**config.mk**
```make
export PLATFORM = sky130hd
export DESIGN_NAME = fir_decim_out
export DESIGN_NICKNAME = d
export VERILOG_FILES = /design/src/rtl/fir_decim_out.sv
export SDC_FILE = /design/constraint.sdc
export NUM_CORES = 1
export LEC_CHECK = 0
export CORE_MARGIN = 3
export CORE_UTILIZATION = 35
export DETAILED_ROUTE_END_ITERATION = 8
export GPL_TIMING_DRIVEN = 0
export PLACE_DENSITY_LB_ADDON = 0.15
export SLEW_MARGIN = 30
export SYNTH_ARGS = -nofsm -noshare
export SYNTH_HDL_FRONTEND = slang
export SYNTH_SLANG_ARGS = --single-unit
```
**constraint.sdc**
```tcl
create_clock -name clk -period 4.73 [get_ports clk]
set_clock_uncertainty 0.2 [all_clocks]
set_input_delay 1.419 -clock clk [delete_from_list [all_inputs] [get_ports clk]]
set_output_delay 1.419 -clock clk [all_outputs]
set_load 0.05 [all_outputs]
```
**src/rtl/fir_decim_out.sv**
```systemverilog
// fir_decim_out: integrate-and-dump decimator for the fir_filter output.
// Sums D accepted samples, rounds half toward +inf, shifts right by SHIFT,
// saturates to WIDTH_O and queues the result in a first-word-fall-through
// FIFO with a valid/ready output. A full FIFO discards results (sticky drop)
// instead of stalling the filter.
// Optional feature: define FIR_DECIM_SAT_COUNT_EN to build the 16-bit
// saturation event counter; otherwise sat_count is tied to zero.
module fir_decim_out #(
    parameter int WIDTH_Y = 8,
    parameter int D       = 4,
    parameter int SHIFT   = 2,
    parameter int WIDTH_O = 8,
    parameter int DEPTH   = 4
) (
    input  logic                        clk,
    input  logic                        rstn,
    input  logic signed [WIDTH_Y-1:0]   y,
    input  logic                        in_valid,
    output logic signed [WIDTH_O-1:0]   out_data,
    output logic                        out_valid,
    input  logic                        out_ready,
    output logic [$clog2(DEPTH):0]      level,
    output logic                        drop,
    output logic                        sat,
    output logic [15:0]                 sat_count
);

    localparam int AW   = WIDTH_Y + $clog2(D);
    localparam int AWR  = AW + 1;
    localparam int EW   = ((AWR > WIDTH_O) ? AWR : WIDTH_O) + 1;
    localparam int PW   = (D > 1) ? $clog2(D) : 1;
    localparam int PTRW = $clog2(DEPTH);
    localparam int CW   = PTRW + 1;
    localparam int RS   = (SHIFT > 0) ? SHIFT - 1 : 0;

    localparam logic [PW-1:0]          LAST_PHASE = PW'(D - 1);
    localparam logic [CW-1:0]          FULL       = CW'(DEPTH);
    localparam logic signed [EW-1:0]   O_MAX = {{(EW-WIDTH_O+1){1'b0}}, {(WIDTH_O-1){1'b1}}};
    localparam logic signed [EW-1:0]   O_MIN = {{(EW-WIDTH_O+1){1'b1}}, {(WIDTH_O-1){1'b0}}};

    logic signed [AW-1:0]      acc;
    logic signed [AW-1:0]      y_ext;
    logic signed [AW-1:0]      sum;
    logic [PW-1:0]             phase;
    logic signed [AWR-1:0]     rnd_const;
    logic signed [AWR-1:0]     rnd_sum;
    logic signed [AWR-1:0]     rnd_sh;
    logic signed [EW-1:0]      scaled;
    logic signed [WIDTH_O-1:0] result;
    logic                      clamp;
    logic                      dump;
    logic                      push;
    logic                      pop;

    logic signed [WIDTH_O-1:0] mem [DEPTH];
    logic [PTRW-1:0]           wr_ptr;
    logic [PTRW-1:0]           rd_ptr;
    logic [PTRW-1:0]           rd_next;
    logic [CW-1:0]             count;
    logic [CW-1:0]             count_next;
    logic signed [WIDTH_O-1:0] head;
    logic signed [WIDTH_O-1:0] head_next;

    // Dump arithmetic: widen by one bit so the rounding offset cannot wrap,
    // then compare against the output range in a width that holds both.
    always_comb begin
        y_ext     = AW'(y);
        sum       = acc + y_ext;
        rnd_const = '0;
        if (SHIFT > 0) begin
            rnd_const[RS] = 1'b1;
        end
        rnd_sum = AWR'(sum) + rnd_const;
        rnd_sh  = rnd_sum >>> SHIFT;
        scaled  = EW'(rnd_sh);
        clamp   = 1'b0;
        result  = scaled[WIDTH_O-1:0];
        if (scaled > O_MAX) begin
            clamp  = 1'b1;
            result = O_MAX[WIDTH_O-1:0];
        end else if (scaled < O_MIN) begin
            clamp  = 1'b1;
            result = O_MIN[WIDTH_O-1:0];
        end
    end

    // FIFO control; the head register is reloaded with whichever entry will
    // be at the front after this edge, bypassing a result written this edge.
    always_comb begin
        dump       = in_valid && (phase == LAST_PHASE);
        pop        = (count != '0) && out_ready;
        push       = dump && ((count != FULL) || pop);
        rd_next    = pop ? rd_ptr + 1'b1 : rd_ptr;
        count_next = count;
        if (push && !pop) begin
            count_next = count + 1'b1;
        end else if (!push && pop) begin
            count_next = count - 1'b1;
        end
        head_next = head;
        if (count_next != '0) begin
            if (push && (wr_ptr == rd_next)) begin
                head_next = result;
            end else begin
                head_next = mem[rd_next];
            end
        end
    end

    // Accumulator and phase advance only on accepted samples.
    always_ff @(posedge clk or negedge rstn) begin
        if (!rstn) begin
            acc   <= '0;
            phase <= '0;
        end else if (in_valid) begin
            if (phase == LAST_PHASE) begin
                acc   <= '0;
                phase <= '0;
            end else begin
                acc   <= sum;
                phase <= phase + 1'b1;
            end
        end
    end

    // Storage array without reset so it maps onto plain RAM.
    always_ff @(posedge clk) begin
        if (push) begin
            mem[wr_ptr] <= result;
        end
    end

    // FIFO pointers, occupancy and the registered head of queue.
    always_ff @(posedge clk or negedge rstn) begin
        if (!rstn) begin
            wr_ptr <= '0;
            rd_ptr <= '0;
            count  <= '0;
            head   <= '0;
        end else begin
            if (push) begin
                wr_ptr <= wr_ptr + 1'b1;
            end
            rd_ptr <= rd_next;
            count  <= count_next;
            head   <= head_next;
        end
    end

    // Sticky status flags; a dropped dump still reports its saturation.
    always_ff @(posedge clk or negedge rstn) begin
        if (!rstn) begin
            drop <= 1'b0;
            sat  <= 1'b0;
        end else begin
            if (dump && !push) begin
                drop <= 1'b1;
            end
            if (dump && clamp) begin
                sat <= 1'b1;
            end
        end
    end

`ifdef FIR_DECIM_SAT_COUNT_EN
    logic [15:0] sat_cnt;

    // Saturating count of saturating dumps, dropped ones included.
    always_ff @(posedge clk or negedge rstn) begin
        if (!rstn) begin
            sat_cnt <= '0;
        end else if (dump && clamp && (sat_cnt != 16'hFFFF)) begin
            sat_cnt <= sat_cnt + 16'd1;
        end
    end

    assign sat_count = sat_cnt;
`else
    assign sat_count = 16'h0000;
`endif

    assign out_data  = head;
    assign out_valid = (count != '0);
    assign level     = count;

endmodule

```
==> results.cfg <==
[yosys]
ys_seq_area_share_pct = 48.7
postSynthAreaPerCell_sq_um = 11.8
yosys.area.top_type = edfxtp_1
synthFlopType = edfxtp_1
synth_seq_cells = 61
synthTopCellsByArea = edfxtp_1 28%, dfrtp_1 21%, ha_1 6.5%
post_synth_num_cell_types = 56
synth_edf_count = 32
async_reset_ff_share_pct = 47.5
syn-instance-count = 293
yosysWarningCount = 0
synth.cell_area_sq_um = 3460
synth.top_cell.area_share_pct = 27.7

[clock_network]
cts_setup_buffers = 0
tritoncts = yes
root_buffer = clkbuf_8
h-tree-depth = 3
cts-resized-gates = 0
postCtsHoldBufs = 0
cts_buffers = 9
max-clock-path-buffers = 2
clk_latency_ns = 0.34
clk_pin_slew_ns = 0.08
clock_sinks = 61

[sta]
fin_hold_ws_ns = 0.278
max_freq_ghz = 0.222
drv_slew = 0
rsz0062_at_grt = no
min_period_ns = 4.51
period_share_pct = 95.4
finalSetupViolations = 0
tightest_slew_ns = 0.814
finalHoldViolCount = 0
relSlewSlack_pct = 45.7
setup-tns-final_ns = 0

[global_routing]
grt_usage_pct = 13.6
antenna_found_initial = 0
overflow = 0
grt_pass1_vias = 2270
grt_max_degree = 22
grt_pass1_wl_mm = 11.8

[worst_setup_path]
cpPeakStageDelay_ns = 0.40
path_buf_inv = 1
critPathTopFamily = compound AO/OA/AOI/OAI gates
end_kind = flip-flop
crit_required_ns = 4.76
path_max_fanout = 5
worst-r2r-cell-count = 10
worstPathCellList = clkdlybuf4s50_1 -> ha_1 -> fa_1 -> a21o_1 -> a221oi_4 -> mux2i_1 -> and2_1 -> nand2b_4 -> o41ai_1 -> o31ai_1 -> a221o_1
path_depth = 11
crit_slowest_cell = clkdlybuf4s50_1
crit_path_start_kind = input port
crit_arrival_ns = 4.55
critPathKind = input port to flip-flop

[final_layout]
layout.cells.non_filler = 478
final_cell_mix = 32 x edfxtp_1, 29 x dfrtp_1, 23 x clkdlybuf4s50_1, 19 x buf_4, 19 x nand2_1
fin_area_sq_um = 4160
nFillCells = 902
final_common_cell = edfxtp_1
drive_gt1_share_pct = 18.9
regArea_sq_um = 1690
syn_to_final_growth_pct = 20.0
nNetsFinal = 375
n_antenna_cell = 0
multi_input_area_sq_um = 1620

[route]
wl_per_cell_um = 14.7
drc_errors = 0
drtAntennaViolNets = 0
vias = 2255
wirelength_mm = 7.02
first_pass_iters = 4
drtIter0Drc = 76
vias_per_cell = 4.72

[placed_design]
dpl-instance-area_sq_um = 3950
port_buffers = 24
dpl.cell_count = 462
gp_congestion = 0.773
dp_hpwl_mm = 5.10

[run]
maxCapViolations = 0

[floorplanning]
die-area_sq_um = 11100
rows = 35
dieHeight_um = 105
core_region_area_sq_um = 9420
die_x_um = 105
start_util_pct = 36.8
ios = 42

[worst_hold_path]
hold_path.class = flip-flop to flip-flop
hold_depth = 1

[outcome]
status = finished clean
## flip-flops by register name, indices dropped and copies added, names as in the netlist
name and cells:
out_data 8, level 3, drop 1, sat 1, mem 32, wr_ptr 2, phase 2, acc 10
rd_ptr 2
## cells by family after synthesis
group                    Yosys count  share of synthesized area [%]
XOR/XNOR                          17                           4.95
flip-flops                        61                           48.7
AND/OR/NAND/NOR                   78                           12.0
multiplexers                      17                           7.91
AO/OA/AOI/OAI                     58                           12.4
adder cells (fa/ha/maj)           19                           7.08
other                              1                          0.108
buffers and inverters             42                           6.94
## stage by stage
step	setup WS [ns]	utilization (%)
detailed placement	-0.274	42.0
CTS	0.0904	44.0
floorplan	0.525	-
global placement	-0.279	41.6
global route	0.0299	44.1
finish	0.219	44.1
## layer usage
metal  up-vias  track usage, %  share of wire [%]
li1       1134               -                  -
met1      1072            18.5                 48
met2        45            20.9                 47
met3         4            3.86                4.3
met4         0            4.31               0.67
met5         -               0                  0
## cell usage after synthesis (4+ instances only)
master,n
edfxtp_1,32
dfrtp_1,29
buf_4,19
nand2_1,19
ha_1,18
inv_1,18
nor2_1,18
a21oi_1,10
xnor2_1,10
and3_1,8
mux4_2,8
o21ai_0,7
o22ai_1,7
and2_1,6
mux2i_1,6
a221o_1,5
nand3_1,5
nand3b_1,5
a21o_1,4
nand2b_1,4
xor2_1,4
## area by class of cell
| cell class | instances | area share (%) |
|---|---|---|
| Sequential cell | 61 | 40.6 |
| Multi-Input combinational cell | 205 | 38.9 |
| Timing Repair Buffer | 25 | 6.32 |
| Buffer | 24 | 4.15 |
| Clock buffer | 13 | 4.06 |
| Tap cell | 129 | 3.88 |
| Inverter | 18 | 1.63 |
| Clock inverter | 3 | 0.482 |
## path summary, 6_finish.rpt
check                                    from                 endpoint  slack, ns
max                                      y[0]  out_data[0]$_DFFE_PN0P_       0.22
min                          drop$_DFFE_PN0P_         drop$_DFFE_PN0P_       0.28
max reg2reg                acc[0]$_DFFE_PN0P_  out_data[0]$_DFFE_PN0P_       1.33
min reg2reg                  drop$_DFFE_PN0P_         drop$_DFFE_PN0P_       0.28
max in group asynchronous                rstn       acc[3]$_DFFE_PN0P_       3.14
min in group asynchronous                rstn  out_data[5]$_DFFE_PN0P_       0.76
Power is not shown: default switching activity piles up to over one toggle a cycle in this logic, so the estimate is an artifact.
